[src/rtl/tagged_pkg.sv]
// Shared types and helpers for the tagged stream protocol blocks.
package tagged_pkg;

  typedef enum logic {
    STREAM = 1'b0,
    FLUSH  = 1'b1
  } dist_state_t;

  // Width of a counter that indexes n tags; never narrower than one bit.
  function automatic int tag_bits(input int n);
    return (n > 1) ? $clog2(n) : 1;
  endfunction

endpackage

[src/rtl/tagged_distributor_if.sv]
// Stream interfaces: data_i carries untagged elements, tagged_i adds a
// routing tag consumed by per-tag multiplexers downstream.
interface data_i #(
  parameter type tuple_t = logic [15:0]
);
  tuple_t data;
  logic   keep;
  logic   last;
  logic   valid;
  logic   ready;

  modport m (output data, keep, last, valid, input ready);
  modport s (input data, keep, last, valid, output ready);
endinterface

interface tagged_i #(
  parameter type tuple_t   = logic [15:0],
  parameter int  TAG_WIDTH = 2
);
  tuple_t               data;
  logic                 keep;
  logic                 last;
  logic                 valid;
  logic [TAG_WIDTH-1:0] tag;
  logic                 ready;

  modport m (output data, keep, last, valid, tag, input ready);
  modport s (input data, keep, last, valid, tag, output ready);
endinterface

[src/rtl/tagged_output_register.sv]
// Single-entry valid/ready register driving a tagged_i stream. A new value
// may be loaded whenever the slot is empty or is being consumed this cycle.
module tagged_output_register #(
  parameter type tuple_t   = logic [15:0],
  parameter int  TAG_WIDTH = 2
) (
  input  logic                 clk,
  input  logic                 rst,
  input  logic                 load_en,
  input  tuple_t               ld_data,
  input  logic                 ld_keep,
  input  logic                 ld_last,
  input  logic [TAG_WIDTH-1:0] ld_tag,
  output logic                 can_load,
  tagged_i.m                   out
);

  assign can_load = !out.valid || out.ready;

  // NOTE: flops use non-blocking assignments so every register samples the
  // pre-edge values; combinational blocks elsewhere use blocking ones.
  always_ff @(posedge clk) begin
    if (rst) begin
      out.valid <= 1'b0;
      out.keep  <= 1'b0;
      out.last  <= 1'b0;
      out.tag   <= '0;
    end else if (can_load) begin
      out.valid <= load_en;
      if (load_en) begin
        out.keep <= ld_keep;
        out.last <= ld_last;
        out.tag  <= ld_tag;
      end
    end
  end

  // NOTE: the payload is deliberately left without reset; it is only
  // meaningful while out.valid is set, and that bit is reset.
  always_ff @(posedge clk) begin
    if (can_load && load_en) begin
      out.data <= ld_data;
    end
  end

endmodule

[src/rtl/tagged_distributor.sv]
// Round-robin tag stamper with end-of-stream broadcast to every tag.
// Optional `TAGGED_DISTRIBUTOR_COUNT_EN adds the elem_count output.
module tagged_distributor
  import tagged_pkg::*;
#(
  parameter type tuple_t        = logic [15:0],
  parameter int  NUM_TAGS       = 4,
  parameter int  TAG_WIDTH      = 2,
  parameter bit  LAST_BROADCAST = 1'b1,
  parameter bit  FILTER_KEEP    = 1'b1
) (
  input  logic        clk,
  input  logic        rst,
  data_i.s            in,
  tagged_i.m          out
`ifdef TAGGED_DISTRIBUTOR_COUNT_EN
  ,
  output logic [31:0] elem_count
`endif
);

  localparam int              RR_W     = tag_bits(NUM_TAGS);
  localparam bit              DO_FLUSH = LAST_BROADCAST && (NUM_TAGS > 1);
  localparam logic [RR_W-1:0] RR_MAX   = RR_W'(NUM_TAGS - 1);
  localparam logic [RR_W:0]   NT_EXT   = (RR_W + 1)'(NUM_TAGS);

  if (NUM_TAGS < 1 || NUM_TAGS > (1 << TAG_WIDTH)) begin : g_param_check
    $error("tagged_distributor: NUM_TAGS must be in 1..2**TAG_WIDTH");
  end

  dist_state_t          state;
  logic [RR_W-1:0]      rr;
  logic [RR_W-1:0]      ftag;
  logic [RR_W-1:0]      last_tag;
  logic                 last_tag_vld;

  logic                 can_load;
  logic                 in_fire;
  logic                 fwd;
  logic                 load_en;
  logic [RR_W:0]        fnext;
  logic                 flush_done;
  logic [RR_W-1:0]      fstart;
  tuple_t               ld_data;
  logic                 ld_keep;
  logic                 ld_last;
  logic [TAG_WIDTH-1:0] ld_tag;

  assign in.ready = can_load && (state == STREAM);
  assign in_fire  = in.valid && in.ready;
  assign fwd      = in_fire && (in.keep || !FILTER_KEEP);
  assign load_en  = (state == FLUSH) || fwd;

  // NOTE: every always_comb output gets a default first so no path can
  // leave a variable unassigned and infer a latch.
  always_comb begin
    ld_data = in.data;
    ld_keep = in.keep;
    ld_last = in.last;
    ld_tag  = TAG_WIDTH'(rr);
    if (state == FLUSH) begin
      ld_data = '0;
      ld_keep = 1'b0;
      ld_last = 1'b1;
      ld_tag  = TAG_WIDTH'(ftag);
    end

    // Next dummy tag, hopping over the tag that already carried the real
    // last so the flush never spends a cycle on a skipped tag.
    fnext = {1'b0, ftag} + 1'b1;
    if (last_tag_vld && (fnext == {1'b0, last_tag})) begin
      fnext = fnext + 1'b1;
    end
    flush_done = (fnext >= NT_EXT);

    fstart = (fwd && (rr == '0)) ? RR_W'(1) : '0;
  end

  always_ff @(posedge clk) begin
    if (rst) begin
      state        <= STREAM;
      rr           <= '0;
      ftag         <= '0;
      last_tag     <= '0;
      last_tag_vld <= 1'b0;
    end else begin
      case (state)
        STREAM: begin
          if (in_fire) begin
            if (in.last) begin
              rr <= '0;
              if (DO_FLUSH) begin
                state        <= FLUSH;
                ftag         <= fstart;
                last_tag     <= rr;
                last_tag_vld <= fwd;
              end
            end else if (fwd) begin
              rr <= (rr == RR_MAX) ? '0 : rr + 1'b1;
            end
          end
        end
        FLUSH: begin
          if (can_load) begin
            if (flush_done) begin
              state <= STREAM;
            end else begin
              ftag <= fnext[RR_W-1:0];
            end
          end
        end
        default: state <= STREAM;
      endcase
    end
  end

  tagged_output_register #(
    .tuple_t   (tuple_t),
    .TAG_WIDTH (TAG_WIDTH)
  ) u_out_reg (
    .clk      (clk),
    .rst      (rst),
    .load_en  (load_en),
    .ld_data  (ld_data),
    .ld_keep  (ld_keep),
    .ld_last  (ld_last),
    .ld_tag   (ld_tag),
    .can_load (can_load),
    .out      (out)
  );

`ifdef TAGGED_DISTRIBUTOR_COUNT_EN
  // Counts delivered data elements only; flush dummies carry keep=0.
  always_ff @(posedge clk) begin
    if (rst) begin
      elem_count <= '0;
    end else if (out.valid && out.ready && out.keep) begin
      elem_count <= elem_count + 32'd1;
    end
  end
`endif

endmodule

[src/flat_wrapper.sv]
// flat-port wrapper written by rule: the top's interface ports become plain ports
module tagged_distributor_flat import tagged_pkg::*;
#(
  parameter type tuple_t        = logic [15:0],
  parameter int  NUM_TAGS       = 4,
  parameter int  TAG_WIDTH      = 2,
  parameter bit  LAST_BROADCAST = 1'b1,
  parameter bit  FILTER_KEEP    = 1'b1
)
  (clk, rst, in_data, in_keep, in_last, in_valid, in_ready, out_data, out_keep, out_last, out_valid, out_tag, out_ready);
  data_i #(.tuple_t(tuple_t)) in_i ();
  tagged_i #(.tuple_t(tuple_t), .TAG_WIDTH(TAG_WIDTH)) out_i ();
  input  logic clk;
  input  logic rst;
  input wire logic [$bits(in_i.data)-1:0] in_data;
  input wire logic [$bits(in_i.keep)-1:0] in_keep;
  input wire logic [$bits(in_i.last)-1:0] in_last;
  input wire logic [$bits(in_i.valid)-1:0] in_valid;
  output wire logic [$bits(in_i.ready)-1:0] in_ready;
  output wire logic [$bits(out_i.data)-1:0] out_data;
  output wire logic [$bits(out_i.keep)-1:0] out_keep;
  output wire logic [$bits(out_i.last)-1:0] out_last;
  output wire logic [$bits(out_i.valid)-1:0] out_valid;
  output wire logic [$bits(out_i.tag)-1:0] out_tag;
  input wire logic [$bits(out_i.ready)-1:0] out_ready;
  assign in_i.data = in_data;
  assign in_i.keep = in_keep;
  assign in_i.last = in_last;
  assign in_i.valid = in_valid;
  assign in_ready = in_i.ready;
  assign out_data = out_i.data;
  assign out_keep = out_i.keep;
  assign out_last = out_i.last;
  assign out_valid = out_i.valid;
  assign out_tag = out_i.tag;
  assign out_i.ready = out_ready;
  tagged_distributor #(.tuple_t(tuple_t), .NUM_TAGS(NUM_TAGS), .TAG_WIDTH(TAG_WIDTH), .LAST_BROADCAST(LAST_BROADCAST), .FILTER_KEEP(FILTER_KEEP)) u_core (.clk(clk), .rst(rst), .in(in_i), .out(out_i));
endmodule
[config.mk]
export PLATFORM = sky130hd
export DESIGN_NAME = tagged_distributor_flat
export DESIGN_NICKNAME = d
export VERILOG_FILES = /design/src/rtl/tagged_pkg.sv /design/src/rtl/tagged_distributor_if.sv /design/src/rtl/tagged_output_register.sv /design/src/rtl/tagged_distributor.sv /design/src/flat_wrapper.sv
export SDC_FILE = /design/constraint.sdc
export NUM_CORES = 1
export LEC_CHECK = 0
export CAP_MARGIN = 10
export CORE_UTILIZATION = 40
export DETAILED_ROUTE_END_ITERATION = 6
export PLACE_DENSITY = 0.74
export SYNTH_ARGS = -nofsm -noshare
export SYNTH_HDL_FRONTEND = slang
export SYNTH_SLANG_ARGS = --single-unit
[constraint.sdc]
create_clock -name clk -period 1.58 [get_ports clk]
set_input_delay 0.316 -clock clk [delete_from_list [all_inputs] [get_ports clk]]
set_output_delay 0.316 -clock clk [all_outputs]
set_load 0.1 [all_outputs]
==> run summary <==
Outcome = completed
Max VDD drop = 0.000691 V
Fillcell total = 214
Post-DP HPWL = 2170 um
Cell Rows = 20
Pre-Repair DR Iteration Count = 4
First-pass GRT wire length = 4940 um
Initial antenna violation count = 0
H-tree Lvls = 2
Max_cap viols = 0
Worst Hold Class = flop to flop
TritonCTS Buffers = 5
Worst path buffer plus inverter count = 2
Core Region = 3080 sq um
CP max stage delay = 0.43 ns
Req. time, crit path = 1.26 ns
Die Y-Extent = 59.0 um
Clock-pin slew on the worst setup and hold paths = 0.09 ns
Met3 wire len = 214 um
Lkg Pwr = 0.000853 uW
Hold Fails Final Rpt = 0
Port bufs = 43
I/O Pins = 44
Slew margin rel. = 70.1%
WL/cell = 13.7 um
CTS tree = built
DRT met1 WL = 1190 um
Pwr/cell area = 1010 nW/um^2
Total track usage = 19.6%
Post-Syn Nets = 139
Sink Count = 29
Data arrival, critical path = 1.22 ns
Critical path class = input pin to output port
Die Width = 59.0 um
Max layer used = met4
DIE AREA = 3490 sq um
Syn. warnings = 0
Dominant delay contributor by cell family on the critical path = buffers and inverters
Setup-failing EPs final = 0
Detail Route Antenna Nets = 0
EDFF count, synth = 16
Cts hold-fix bufs = 0
Share of cells above drive strength 1 = 32.4%
Crit. End Element = output port
Metal2 WL = 1480 um
Vias per cell = 4.93
Asr flop ratio synth = 0%
Global route overflow = 0
RSZ-0062 raised after global routing = yes
Synth Area per Inst = 11.5 sq um
Worst-Margin Slew = 0.447 ns
Sequential share of power = 41.7%
Switching power = 840 uW
Most common cell after layout, fill and taps aside = buf_12
Largest net degree at the start of global routing = 19
Part of the power in the clock network = 19.2%
DRC viols = 0
Final GP Congestion = 0.801
Root Buffer = clkbuf_4
CTS Buffer Depth = 2
Yosys cell types = 31
Most frequent cells in the layout = 23 x buf_12, 21 x clkdlybuf4s50_1, 17 x nor2b_1
Nets = 195
N_diodes = 0
Area Growth Syn to Fin = 69.2%
Drt total wl = 2930 um
Starting DRC count in detailed routing = 13
Slowest stage cell, crit path = clkdlybuf4s50_1
Flops & latches, synth = 29
Initial Util = 42.3%
Critical Path Start Type = input pin
Int Power = 1380 uW
Vias in the first global route = 1092
Cells after Synth = 113
F_max = 0.652 GHz
Post-synthesis cell area = 1300 sq um
Synth Flop Type = edfxtp_1
Worst-Skew Late Latency = 0.33 ns
Switching Share = 37.8%
Final min period = 1.53 ns
Worst Clk Skew = 0.00650 ns
CP Cell Sequence = clkdlybuf4s50_1 -> nor2b_2 -> nor2_4 -> buf_12
Final total power = 2220 uW
Comb pwr share = 39.1%
Worst-path maximum fanout = 3
Final cycle utilization of the critical path = 97.1%
Via count = 1055
Hold_ws = 0.536 ns
Register area share after synthesis = 56.9%
Max Slew Vio Count = 0
==> metrics by stage <==
| step | instance area [sq um] | setup slack (ns) | TNS [ns] | cells | utilization, % |
|---|---|---|---|---|---|
| after global placement | 2080 | -0.196 | -3.90 | 204 | 67.6 |
| after CTS | 2140 | 0.00234 | 0 | 212 | 69.5 |
| after floorplan | 1320 | 0.0162 | 0 | 113 | - |
| after global routing | 2200 | -0.0184 | -0.0400 | 214 | 71.5 |
| after detailed placement | 2080 | -0.337 | -5.05 | 204 | 67.6 |
| final | 2200 | 0.0454 | 0 | 214 | 71.5 |
==> what timing repair did <==
item	CTS	global route
hold endpoints to repair	0	0
setup endpoints to repair	4	3
gates resized for setup	3	9
pin swaps	1	4
setup buffers	0	2
==> routing by layer <==
metal | up-vias | GRT usage, %
met3 | 4 | 8.73
met4 | 0 | 6.12
met5 | - | 0
li1 | 518 | -
met2 | 47 | 32.0
met1 | 486 | 23.2
==> cells in the mapped netlist, types with 2 or more instances <==
cell type / n / area share [%]
nand2_1: 6 / 1.7
a311oi_1: 3 / 2.0
nand3_1: 4 / 1.5
nand2b_1: 2 / 0.96
clkbuf_1: 3 / 0.87
nand3b_1: 2 / 1.2
edfxtp_1: 16 / 37
inv_1: 3 / 0.87
a21oi_1: 7 / 2.7
xor2_1: 2 / 1.3
and3_1: 2 / 0.96
nor2b_1: 18 / 8.7
dfxtp_1: 13 / 20
nor2_1: 5 / 1.4
mux2i_1: 5 / 3.8
ha_1: 4 / 3.8
nor3_1: 3 / 1.2
a211oi_1: 2 / 1.2
==> final cells by class <==
type | instances | area, sq um | share of cell area [%]
sequential | 29 | 747 | 33.9
clock buffer | 6 | 41.3 | 1.88
inverter | 3 | 11.3 | 0.511
tap | 44 | 55.1 | 2.50
multi-input combinational | 76 | 592 | 26.9
clock inverter | 2 | 10.0 | 0.455
timing repair buffer | 54 | 746 | 33.9
==> power by group through the flow <==
stage	sequential (uW)	clock, uW	combinational, uW
2_1_floorplan	1270	0	165
3_3_place_gp	939	0	834
3_5_place_dp	942	0	845
4_1_cts	926	443	849
5_1_grt	934	478	905
6_report	926	427	870
==> worst register-to-register path, cell delays in order (launching register included) <==
cell,delay [ns]
dfxtp_2,0.37
inv_2,0.06
ha_4,0.26
xor2_4,0.16
a41o_1,0.29
o211ai_1,0.18
a21oi_1,0.09
==> logic make-up after synthesis <==
logic type	count (synthesis)	share of synthesized area [%]
simple gates	48	22.3
flops	29	56.9
compound gates	17	8.75
buf+inv	8	2.98
mux	5	3.85
fa+ha+maj	4	3.85
xor+xnor	2	1.35
==> state kept, by name, indices dropped and copies added (netlist names), 2 cells and up <==
| name | flops |
|---|---|
| u_core.u_out_reg.out.data | 16 |
| u_core.ftag | 2 |
| u_core.last_tag | 2 |
| u_core.rr | 2 |
| u_core.u_out_reg.out.tag | 2 |
==> worst paths after layout <==
| kind | start | to | slack, ns | cells after the start |
|---|---|---|---|---|
| setup / recovery | out_ready | in_ready | 0.05 | 4 |
| hold / removal | u_core.last_tag_vld$_SDFFE_PP0P_ | u_core.last_tag_vld$_SDFFE_PP0P_ | 0.54 | 2 |
| setup reg to reg | u_core.ftag[0]$_SDFFE_PP0P_ | u_core.ftag[1]$_SDFFE_PP0P_ | 0.05 | 6 |
| hold reg to reg | u_core.last_tag_vld$_SDFFE_PP0P_ | u_core.last_tag_vld$_SDFFE_PP0P_ | 0.54 | 2 |
Power figures use the tool's default switching activity.
